**src/rtl/perm_types_pkg.sv**
```systemverilog
// Shared types for the perm_blk input loader: lane/coordinate widths and per-bank state.
package perm_types_pkg;
    localparam int W     = 64;
    localparam int LANES = 25;
    localparam logic [4:0] LAST_LANE = 5'(LANES - 1);

    typedef logic [W-1:0] lane_t;
    typedef logic [2:0]   coord_t;
    typedef enum logic [1:0] {EMPTY, FILLING, FULL, BUSY} bank_st_e;
endpackage

```
**src/rtl/perm_bank_ctl.sv**
```systemverilog
// Lifecycle of one m55 bank: EMPTY -> FILLING -> FULL -> BUSY -> EMPTY.
// A release is applied before the other transitions in the same cycle.
module perm_bank_ctl
    import perm_types_pkg::*;
(
    input  logic     clk,
    input  logic     rst,
    input  logic     start,
    input  logic     done,
    input  logic     take,
    input  logic     rel,
    output bank_st_e st,
    output bank_st_e st_nxt,
    output logic     rel_err
);

    always_comb begin
        st_nxt  = st;
        rel_err = 1'b0;
        if (rel) begin
            if (st == BUSY) st_nxt = EMPTY;
            else            rel_err = 1'b1;
        end
        case (st)
            EMPTY:   if (start) st_nxt = FILLING;
            FILLING: if (done)  st_nxt = FULL;
            FULL:    if (take)  st_nxt = BUSY;
            default: ;
        endcase
    end

    always_ff @(posedge clk or posedge rst) begin
        if (rst) st <= EMPTY;
        else     st <= st_nxt;
    end

endmodule

```
**src/rtl/perm_in_loader.sv**
```systemverilog
// Loads 25-lane blocks into ping-pong banks; 1-cycle write latency, bank FULL one cycle later.
// Backpressure: registered stopin when the next bank to fill is still FULL/BUSY; pushes under stopin are dropped.
module perm_in_loader
    import perm_types_pkg::*;
(
    input  logic   clk,
    input  logic   rst,
    input  logic   pushin,
    input  logic   firstin,
    input  lane_t  din,
    output logic   stopin,
    output coord_t m0wx,
    output coord_t m0wy,
    output logic   m0wr,
    output lane_t  m0wd,
    output coord_t m1wx,
    output coord_t m1wy,
    output logic   m1wr,
    output lane_t  m1wd,
    output logic   blk_valid,
    output logic   blk_bank,
    input  logic   blk_ready,
    input  logic   rel,
    input  logic   rel_bank,
    output logic   err
);

    logic       fill, fill_nxt, last_q;
    logic [4:0] cnt, lidx;
    coord_t     cx, cy, wx, wy;
    bank_st_e   st0, st1, nx0, nx1, fst, fst_nxt;
    logic       rerr0, rerr1;
    logic       acc, first, perr, last, take;
    logic       stop_nxt, vld_nxt, bank_nxt;

    perm_bank_ctl u_bank0 (
        .clk(clk), .rst(rst),
        .start(acc & first & ~fill), .done(m0wr & last_q),
        .take(take & ~blk_bank), .rel(rel & ~rel_bank),
        .st(st0), .st_nxt(nx0), .rel_err(rerr0)
    );

    perm_bank_ctl u_bank1 (
        .clk(clk), .rst(rst),
        .start(acc & first & fill), .done(m1wr & last_q),
        .take(take & blk_bank), .rel(rel & rel_bank),
        .st(st1), .st_nxt(nx1), .rel_err(rerr1)
    );

    always_comb begin
        fst   = fill ? st1 : st0;
        acc   = 1'b0;
        first = 1'b0;
        perr  = 1'b0;
        if (pushin) begin
            if (stopin) begin
                perr = 1'b1;
            end else if (firstin) begin
                if (fst == EMPTY) begin
                    acc   = 1'b1;
                    first = 1'b1;
                end else if (fst == FILLING && cnt != 5'd0) begin
                    // abort the partial block and restart it in place
                    acc   = 1'b1;
                    first = 1'b1;
                    perr  = 1'b1;
                end else begin
                    perr = 1'b1;
                end
            end else if (fst == FILLING) begin
                acc = 1'b1;
            end else begin
                perr = 1'b1;
            end
        end

        lidx     = first ? 5'd0 : cnt;
        wx       = first ? 3'd0 : cx;
        wy       = first ? 3'd0 : cy;
        last     = acc && (lidx == LAST_LANE);
        fill_nxt = last ? ~fill : fill;
        take     = blk_valid & blk_ready;

        fst_nxt  = fill_nxt ? nx1 : nx0;
        stop_nxt = (fst_nxt == FULL) || (fst_nxt == BUSY);

        // an unaccepted offer is held so blk_bank never changes under valid
        vld_nxt  = blk_valid;
        bank_nxt = blk_bank;
        if (!(blk_valid && !blk_ready)) begin
            if (nx0 == FULL) begin
                vld_nxt  = 1'b1;
                bank_nxt = 1'b0;
            end else if (nx1 == FULL) begin
                vld_nxt  = 1'b1;
                bank_nxt = 1'b1;
            end else begin
                vld_nxt  = 1'b0;
            end
        end
    end

    always_ff @(posedge clk or posedge rst) begin
        if (rst) begin
            fill      <= 1'b0;
            cnt       <= 5'd0;
            cx        <= 3'd0;
            cy        <= 3'd0;
            last_q    <= 1'b0;
            stopin    <= 1'b0;
            m0wr      <= 1'b0;
            m0wx      <= 3'd0;
            m0wy      <= 3'd0;
            m0wd      <= '0;
            m1wr      <= 1'b0;
            m1wx      <= 3'd0;
            m1wy      <= 3'd0;
            m1wd      <= '0;
            blk_valid <= 1'b0;
            blk_bank  <= 1'b0;
            err       <= 1'b0;
        end else begin
            m0wr <= acc & ~fill;
            m1wr <= acc & fill;
            if (acc && !fill) begin
                m0wx <= wx;
                m0wy <= wy;
                m0wd <= din;
            end
            if (acc && fill) begin
                m1wx <= wx;
                m1wy <= wy;
                m1wd <= din;
            end
            last_q <= last;
            fill   <= fill_nxt;
            if (last) begin
                cnt <= 5'd0;
                cx  <= 3'd0;
                cy  <= 3'd0;
            end else if (acc) begin
                cnt <= lidx + 5'd1;
                if (wx == 3'd4) begin
                    cx <= 3'd0;
                    cy <= wy + 3'd1;
                end else begin
                    cx <= wx + 3'd1;
                    cy <= wy;
                end
            end
            stopin    <= stop_nxt;
            blk_valid <= vld_nxt;
            blk_bank  <= bank_nxt;
            err       <= perr | rerr0 | rerr1;
        end
    end

endmodule

```
**config.mk**
```make
export PLATFORM = sky130hd
export DESIGN_NAME = perm_in_loader
export DESIGN_NICKNAME = d
export VERILOG_FILES = /design/src/rtl/perm_types_pkg.sv /design/src/rtl/perm_bank_ctl.sv /design/src/rtl/perm_in_loader.sv
export SDC_FILE = /design/constraint.sdc
export NUM_CORES = 1
export LEC_CHECK = 0
export ABC_AREA = 1
export BUFFER_PORTS_ARGS = -buffer_cell sky130_fd_sc_hd__buf_2
export CAP_MARGIN = 10
export CORE_MARGIN = 2
export CORE_UTILIZATION = 30
export DETAILED_ROUTE_END_ITERATION = 10
export PLACE_DENSITY = 0.55
export SLEW_MARGIN = 20
export SYNTH_ARGS = -nofsm -noshare
export SYNTH_HDL_FRONTEND = slang
export SYNTH_SLANG_ARGS = --single-unit
```
**constraint.sdc**
```tcl
create_clock -name clk -period 4.2 [get_ports clk]
set_input_delay 0 -clock clk [delete_from_list [all_inputs] [get_ports clk]]
set_output_delay 0 -clock clk [all_outputs]
set_load 0.05 [all_outputs]
```
==> metrics.txt, run 1 <==
status=finished, final reports clean; min Tclk post-route=2544 ps; Inst Count DP=1249; Seq pwr share=29.5%; die area=23640 um^2; clock sink count=163; Avg WL per Cell=13.75 um; Initial Util=30.73%; NetSw=4.597 mW; max-cap violations=0; critical path endpoint category=flip-flop; drt total wl=18.57 mm; sequential area share after synthesis=60.63%; switching share of power=52.16%; final setup margin=1656 ps; Synth Register Bits=163; buffers added on ports=216; startpoint types=flip-flop; post-synthesis compound-gate area fraction=2.529%; Final Util=42.46%; synthesis warning total=0; final hold slack=79.50 ps; Post-synth EDFFs=0; worst vdd ir=0.4506 mV; Via Count=5846; Clk pwr share=19.2%; antenna cells=0; # fillers=2219; Max FO, Critical Path=53; CP Cell Sequence=inv_2, nand2_1, nand2_2, nand2_1, nand3_2, nand2_4, nor2_4, inv_2, buf_4, nand2_1, nand2_1; Req. time, crit path=4560 ps; P_int=4.216 mW; # DRC=0; total global routing track utilization=16.15%; root buffer selected by CTS=clkbuf_16; CTS Buf Count=17; grt total ovfl=0; layout cell share with drive strength beyond 1=25.49%; Area contributors post-synth=dfrtp_1 (61%), nand2_1 (26%), buf_6 (2.3%), inv_1 (1.8%), nand3_1 (1.2%); Initial DRC Count=308; Power Total=8.813 mW; Mapped Nets=854; most frequent CP cell=nand2_1; final setup TNS=0 ps; antenna viol nets, final=0; clk_lat worst skew=420 ps; global-route wire length before repair=30.67 mm; max layer used=met4; worst hold path type=in -> reg; Post-CTS Setup Inserts=0; final hold vios=0; main flop type after synthesis=dfrtp_1; final slew viol count=0; crit share post-route=60.57%; Rel. slew slack=35.85%; Placed Area=7958 um^2; synth unique cells=30; Max Buffers Root-to-Sink=2; P_leak=5.300 nW; DR WL met2=8.356 mm; H-tree depth=4; GP Congestion=0.7784; Critical Path Max Stage Delay=680 ps; synthesized instance count=778; Ports=217; row count=54; most frequent cells in the layout=nand2_1 (460), buf_2 (216), dfrtp_1 (163); Vias/cell=4.327; fin nets=1135; Finished Layout Cells=1351; Arrival @ worst endpoint=2900 ps; syn avg cell area=8.647 um^2; measured slew at the worst slew-check pin=962.3 ps; CP max-delay cell=inv_2; Syn Std Cell Area=6728 um^2; Synth area leader=dfrtp_1; drt pass-1 iters=4; M1 WL=8.611 mm; number of global-route vias before repair=5911; combinational share of power=51.3%; delay-heaviest family, CP=buffers and inverters; largest net degree at the start of global routing=164; Layout area overhead=38.16%; Synth Area in Adders=0.9299%; RSZ-0062 raised after global routing=no; post-DP HPWL=11.84 mm; die width=153.8 um; met3 routed WL=1.250 mm; Reg clk slew, reported paths=70 ps; xor and xnor area share after synthesis=0.2604%; asr flop ratio synth=100.0%; CTS tree=built; worst clock skew=10.97 ps; commonest non-fill, non-tap cell in the layout=nand2_1; Post-Place Setup Slack=1608 ps; initial antenna violation count=0; design area=9295 um^2; share of the synthesized area in the top cell type=60.63%; Critical path buffers and inverters=3; multiplexer area fraction after synthesis=0%; P per Cell Area=948.1 nW/um^2; worst setup path class=reg -> reg; achievable frequency=393.1 MHz; Setup-failing EPs final=0; Core Area=21890 um^2; Synth Area in Simple Gates=29.63%; Chip Height=153.8 um; largest family of logic cells by synthesized area=simple AND/OR/NAND/NOR gates
-- area by class of cell --
type                       instances  area, um^2  share of cell area, %
sequential                       163        4079                  43.88
multi-input combinational        546        2243                  24.14
timing repair buffer             293        1849                  19.89
clock buffer                      17       425.4                  4.577
tap                              280       350.3                  3.769
clock inverter                    14       201.4                  2.167
inverter                          38       146.4                  1.575
-- kinds of logic (layout without fill, tap and decap cells) --
family | count (synthesis) | count (layout)
buffers and inverters | 69 | 362
flip-flops | 163 | 163
AO/OA/AOI/OAI | 29 | 29
AND/OR/NAND/NOR | 510 | 510
XOR/XNOR | 2 | 2
adder cells (fa/ha/maj) | 5 | 5
-- per-layer routing --
layer / up-vias / track usage [%]
met1: 2702 / 21.08
li1: 2929 / -
met2: 189 / 25.80
met3: 26 / 4.679
met5: - / 0
met4: 0 / 5.505
-- cells in the mapped netlist, drive strengths merged (2+ instances only) --
library cell	count
nand2	466
dfrtp	163
inv	38
buf	31
nor2	22
o21ai	18
nand3	17
ha	5
o22ai	3
a21oi	2
a31oi	2
nand3b	2
nand4	2
xor2	2
-- timing repair --
action / 4_1_cts / 5_1_grt
gates resized for setup: 0 / 0
endpoints found under the setup margin: 0 / 0
hold endpoints to repair: 296 / 0
hold buffers: 71 / 0
-- worst reg2reg max path: cells and delay by family, from the launching register on --
family / cells / cell delay [ps]
buf+inv: 3 / 1240
flops: 1 / 500
simple gates: 8 / 740
-- state kept, by name (all words and copies together) (netlist names), 3 cells and up --
name	cells
m1wx	3
m1wd	64
m0wy	3
m1wy	3
cy	3
cnt	5
m0wd	64
m0wx	3
cx	3
-- power by group through the flow --
stage          sequential (mW)  combinational, mW  clock (mW)
3_5_place_dp              2.61               4.54           0
3_3_place_gp              2.61               4.49           0
6_report                  2.60               4.52        1.69
5_1_grt                   2.69               4.91        1.81
4_1_cts                   2.60               4.59        1.74
2_1_floorplan             4.70               1.43           0
-- worst paths after layout --
kind / startpoint / cells after the start / slack (ps) / to
max in group asynchronous: rst / 4 / 3120 / m0wd[23]$_DFFE_PP0P_
hold / removal: firstin / 5 / 80 / cx[0]$_DFFE_PP0P_
setup / recovery: fill$_DFF_PP0_ / 11 / 1660 / m0wd[50]$_DFFE_PP0P_
hold reg to reg: m1wd[61]$_DFFE_PP0P_ / 2 / 460 / m1wd[61]$_DFFE_PP0P_
min in group asynchronous: rst / 4 / 330 / cnt[0]$_DFFE_PP0P_
setup reg to reg: fill$_DFF_PP0_ / 11 / 1660 / m0wd[50]$_DFFE_PP0P_
(Power assumes the default switching activity.)
==> inputs of run 2 (changes only) <==
Clock period 4.2 ns to 2.2 ns, I/O delays scaled along.
==> metrics.txt, run 2 (synthesized netlist as in run 1, its figures left out) <==
status=finished, final reports clean (unchanged); Via Count=5926 (was 5846); die width=153.8 um (unchanged); Chip Height=153.8 um (unchanged); largest net degree at the start of global routing=61 (was 164); root buffer selected by CTS=clkbuf_16 (unchanged); # DRC=0 (unchanged); clock sink count=163 (unchanged); Max FO, Critical Path=5 (was 53); Multi-input gate area=2271 um^2 (was 2243 um^2); worst r2r path cells=17 (was 11); R2R Path Start=fill$_DFF_PP0_ (unchanged); Layout area overhead=40.58% (was 38.16%); Arrival @ worst endpoint=2300 ps (was 2900 ps); CP Capture Point=stopin$_DFF_PP0_ (was m0wd[50]$_DFFE_PP0P_); CP max-delay cell=dfrtp_1 (was inv_2); Power Total=16.76 mW (was 8.813 mW); Max Buffers Root-to-Sink=2 (unchanged); final setup TNS=0 ps (unchanged); clk_lat worst skew=420 ps (about the same); Ports=217 (unchanged); grt total ovfl=0 (unchanged); P per Cell Area=1772 nW/um^2 (was 948.1 nW/um^2); commonest non-fill, non-tap cell in the layout=nand2_1 (unchanged); row count=54 (unchanged); most frequent cells in the layout=nand2_1 (459), buf_2 (216), dfrtp_1 (163) (was nand2_1 (460), buf_2 (216), dfrtp_1 (163)); Avg WL per Cell=13.76 um (was 13.75 um); Setup-failing EPs final=0 (unchanged); max-cap violations=0 (unchanged); measured slew at the worst slew-check pin=766.0 ps (was 962.3 ps); Req. time, crit path=2510 ps (was 4560 ps); Vias/cell=4.332 (was 4.327); post-DP HPWL=12.43 mm (was 11.84 mm); buffers added on ports=216 (unchanged); min Tclk post-route=1992 ps (was 2544 ps); final slew viol count=0 (unchanged); Reg clk slew, reported paths=70 ps (about the same); most frequent CP cell=nand2_1 (unchanged); crit path from=fill$_DFF_PP0_ (unchanged); Worst R2R Setup Slack=210 ps (was 1660 ps); worst vdd ir=0.9247 mV (was 0.4506 mV); P_leak=5.374 nW (was 5.300 nW); fin nets=1152 (was 1135); Rel. slew slack=48.93% (was 35.85%); RSZ-0062 raised after global routing=no (unchanged); CTS Buf Count=17 (unchanged); number of global-route vias before repair=5981 (was 5911); CP Cell Sequence=inv_2, nand2_1, nand2_2, nand2_2, nand2_4, nand2_4, inv_4, nor2_1, inv_1, ha_1, nand3_2, inv_1, nand3_1, o21bai_1, nand2_1, nand2_1, nand2_1 (was inv_2, nand2_1, nand2_2, nand2_1, nand3_2, nand2_4, nor2_4, inv_2, buf_4, nand2_1, nand2_1); sequential cell area=4079 um^2 (unchanged); Core Area=21890 um^2 (unchanged); initial antenna violation count=0 (unchanged); drt total wl=18.82 mm (was 18.57 mm); # fillers=2212 (was 2219); startpoint types=flip-flop (unchanged); Initial DRC Count=240 (was 308); H-tree depth=4 (unchanged); die area=23640 um^2 (unchanged); achievable frequency=501.9 MHz (was 393.1 MHz); critical path endpoint category=flip-flop (unchanged); Initial Util=30.73% (unchanged); worst hold path type=in -> reg (unchanged); layout cell share with drive strength beyond 1=27.11% (was 25.49%); Critical Path Max Stage Delay=420 ps (was 680 ps); drt pass-1 iters=4 (unchanged); worst clock skew=7.377 ps (was 10.97 ps); GP Congestion=0.8047 (was 0.7784); worst setup path class=reg -> reg (unchanged); CTS tree=built (unchanged); antenna viol nets, final=0 (unchanged); largest registers=m0wd (64), m1wd (64), cnt (5) (unchanged); global-route wire length before repair=30.82 mm (was 30.67 mm); final hold vios=0 (unchanged); antenna cells=0 (unchanged); crit share post-route=90.57% (was 60.57%); reg-to-reg endpoint=stopin$_DFF_PP0_ (was m0wd[50]$_DFFE_PP0P_); total global routing track utilization=16.10% (was 16.15%)
==> run 2: how the worst min path moves through the flow <==
stage,slack (ps),from,depth (start not counted),endpoint
after floorplan,120,din[0],2,m0wd[0]$_DFFE_PP0P_
after global placement,140,rst,3,m0wd[58]$_DFFE_PP0P_
after detailed placement,140,rst,3,m0wd[58]$_DFFE_PP0P_
final,90,firstin,5,cx[0]$_DFFE_PP0P_
after CTS,80,firstin,5,cx[0]$_DFFE_PP0P_
after global routing,110,firstin,5,cy[2]$_DFFE_PP0P_
==> run 2: critical path: cells and delay by family, from the launching register on <==
kind / cells / cell delay, ps
AO/OA/AOI/OAI: 1 / 190
adder cells (fa/ha/maj): 1 / 140
buffers and inverters: 4 / 280
flip-flops: 1 / 420
AND/OR/NAND/NOR: 11 / 850
==> run 2: cell type report <==
type | count | share of cell area (%)
Inverter | 38 | 1.574
Clock buffer | 17 | 4.498
Clock inverter | 14 | 1.098
Multi-Input combinational cell | 546 | 24.01
Tap cell | 280 | 3.704
Timing Repair Buffer | 310 | 21.99
Sequential cell | 163 | 43.13
==> run 2: report_power, final <==
part / internal, mW / leakage, nW / total, mW / switching [mW]
clock: 1.45 / 0.245 / 2.72 / 1.28
sequential: 4.27 / 2.10 / 4.93 / 0.659
combinational: 2.16 / 3.03 / 9.11 / 6.95
total: 7.88 / 5.37 / 16.8 / 8.88
==> run 2: metrics by stage <==
stage	util, %	hold slack, ps	area, um^2	std cells	worst slack (ps)
3_3_place_gp	37.22	143.7	8148	1261	187.2
6_report	43.20	92.39	9458	1368	207.5
2_1_floorplan	-	116.6	6731	778	50.48
5_1_grt	43.20	106.1	9458	1368	6.847
4_1_cts	42.93	75.17	9398	1364	79.27
3_5_place_dp	37.22	137.0	8148	1261	95.48
==> run 2: layer usage <==
layer | up-vias | global-route usage, % | part of all wire [%]
met2 | 181 | 25.48 | 45
met3 | 28 | 4.397 | 6.1
met5 | - | 0 | 0
met4 | 0 | 5.505 | 2.0
met1 | 2752 | 21.38 | 47
li1 | 2965 | - | -
==> run 2: timing repair <==
action                     4_1_cts  5_1_grt
hold endpoints to repair       296        0
buffers inserted                 0        4
hold buffers                    72        0
resized for setup                0        9
setup endpoints to repair        0       11
==> inputs of run 3 (changes only) <==
--- a/config.mk
+++ b/config.mk
@@ -17,2 +17,3 @@
 export SYNTH_HDL_FRONTEND = slang
 export SYNTH_SLANG_ARGS = --single-unit
+export TNS_END_PERCENT = 10
==> constraint.sdc (replaced) <==
create_clock -name clk -period 2.2 [get_ports clk]
set_input_delay 0.22 -clock clk [delete_from_list [all_inputs] [get_ports clk]]
set_output_delay 0.22 -clock clk [all_outputs]
set_load 0.05 [all_outputs]
==> metrics.txt, run 3 (synthesized netlist as in run 1, its figures left out) <==
commonest non-fill, non-tap cell in the layout=nand2_1 (unchanged); Max FO, Critical Path=5 (unchanged); R2R Path Start=fill$_DFF_PP0_ (unchanged); Critical Path Max Stage Delay=420 ps (about the same); # DRC=0 (unchanged); post-DP HPWL=12.39 mm (was 12.43 mm); worst clock skew=10.64 ps (was 7.377 ps); worst r2r path cells=17 (unchanged); CP Cell Sequence=inv_2, nand2_1, nand2_2, nand2_1, nand2_2, nand2_4, inv_4, nor2_2, inv_1, ha_1, nand3_2, inv_1, nand3_1, o21bai_1, nand2_1, nand2_1, nand2_1 (was inv_2, nand2_1, nand2_2, nand2_2, nand2_4, nand2_4, inv_4, nor2_1, inv_1, ha_1, nand3_2, inv_1, nand3_1, o21bai_1, nand2_1, nand2_1, nand2_1); Avg WL per Cell=13.88 um (was 13.76 um); Req. time, crit path=2520 ps (was 2510 ps); drt total wl=18.42 mm (was 18.82 mm); buffers added on ports=216 (unchanged); layout cell share with drive strength beyond 1=27.79% (was 27.11%); antenna cells=0 (unchanged); achievable frequency=497.2 MHz (was 501.9 MHz); worst hold path type=in -> reg (unchanged); Hold Path Depth=3 (was 5); most frequent cells in the layout=nand2_1 (459), buf_2 (216), dfrtp_1 (163) (unchanged); fin nets=1110 (was 1152); Layout area overhead=35.43% (was 40.58%); design area=9111 um^2 (was 9458 um^2); Worst R2R Setup Slack=190 ps (was 210 ps); Initial DRC Count=282 (was 240); Ports=217 (unchanged); reg-to-reg endpoint=stopin$_DFF_PP0_ (unchanged); global-route wire length before repair=30.57 mm (was 30.82 mm); initial antenna violation count=0 (unchanged); H-tree depth=4 (unchanged); critical path endpoint category=flip-flop (unchanged); max-cap violations=0 (unchanged); Reg clk slew, reported paths=70 ps (about the same); die area=23640 um^2 (unchanged); measured slew at the worst slew-check pin=606.4 ps (was 766.0 ps); Via Count=5782 (was 5926); final slew viol count=0 (unchanged); antenna viol nets, final=0 (unchanged); CP max-delay cell=dfrtp_1 (unchanged); Max Buffers Root-to-Sink=2 (unchanged); most frequent CP cell=nand2_1 (unchanged); delay-heaviest family, CP=simple AND/OR/NAND/NOR gates (unchanged); GP Congestion=0.8116 (was 0.8047); Placed Area=8153 um^2 (was 8148 um^2); final hold vios=0 (unchanged); Setup-failing EPs final=0 (unchanged); row count=54 (unchanged); drt pass-1 iters=4 (unchanged); crit share post-route=91.42% (was 90.57%); worst setup path class=reg -> reg (unchanged); worst hold path startpoint=din[4] (was firstin); largest registers=m0wd (64), m1wd (64), cnt (5) (unchanged); largest net degree at the start of global routing=104 (was 61); CTS tree=built (unchanged); Chip Height=153.8 um (unchanged); startpoint types=flip-flop (unchanged); CTS Buf Count=17 (unchanged); status=finished, final reports clean (unchanged); Arrival @ worst endpoint=2330 ps (was 2300 ps); Rel. slew slack=59.58% (was 48.93%); total global routing track utilization=16.04% (was 16.10%); Hold Path Sink=m1wd[4]$_DFFE_PP0P_ (was cx[0]$_DFFE_PP0P_); Initial Util=30.73% (unchanged); Final Util=41.62% (was 43.20%); min Tclk post-route=2011 ps (was 1992 ps); root buffer selected by CTS=clkbuf_16 (unchanged); Critical path buffers and inverters=4 (unchanged); Core Area=21890 um^2 (unchanged); die width=153.8 um (unchanged); Vias/cell=4.357 (was 4.332); clk_lat worst skew=420 ps (about the same); grt total ovfl=0 (unchanged); clock sink count=163 (unchanged); number of global-route vias before repair=5885 (was 5981)
-- run 3: stage by stage --
step	worst slack [ps]	TNS (ps)	hold WS, ps	std cells
final	188.7	0	19.20	1327
after global routing	-11.71	-11.71	5.524	1327
after CTS	92.61	0	1.479	1325
after detailed placement	100.0	0	370.3	1260
after global placement	178.0	0	372.5	1260
after floorplan	-90.80	-14800	336.6	778
-- run 3: worst reg2reg max path: stages, from the launching register on --
cell	delay, ps
dfrtp_1	420
inv_2	80
nand2_1	60
nand2_2	80
nand2_1	90
nand2_2	110
nand2_4	80
inv_4	90
nor2_2	50
inv_1	50
ha_1	160
nand3_2	110
inv_1	70
nand3_1	70
o21bai_1	190
nand2_1	90
nand2_1	60
nand2_1	40
-- run 3: worst max-delay path by stage --
stage | from | depth (start not counted) | endpoint
finish | fill$_DFF_PP0_ | 17 | stopin$_DFF_PP0_
global route | fill$_DFF_PP0_ | 17 | stopin$_DFF_PP0_
CTS | u_bank1.st[0]$_DFF_PP0_ | 17 | stopin$_DFF_PP0_
detailed placement | u_bank1.st[0]$_DFF_PP0_ | 17 | stopin$_DFF_PP0_
global placement | fill$_DFF_PP0_ | 17 | stopin$_DFF_PP0_
floorplan | rst | 1 | blk_bank$_DFFE_PP0P_
-- run 3: what timing repair did --
item,CTS,global route
gates resized for setup,0,7
endpoints found under the setup margin,0,11
hold endpoints to repair,106,0
hold buffers,33,0
setup buffers,0,2
-- run 3: layout make-up --
class                      instances  area (um^2)
timing repair buffer             268         1679
multi-input combinational        546         2263
inverter                          38        148.9
tap                              280        350.3
clock buffer                      19        442.9
fill                            2262        12780
clock inverter                    13        147.6
sequential                       163         4079
-- run 3: metal layers --
metal	wire length [um]	share of wire (%)	GRT usage (%)	up-vias
met1	8554	46	20.64	2702
met4	211	1.1	4.281	0
met3	1212	6.6	4.791	14
met2	8444	46	26.46	188
li1	-	-	-	2878
met5	0	0	0	-
Power of run 3 is left out: the tool's default activity adds up to more than one toggle a clock period on the data nets, which glitch-free logic cannot reach.
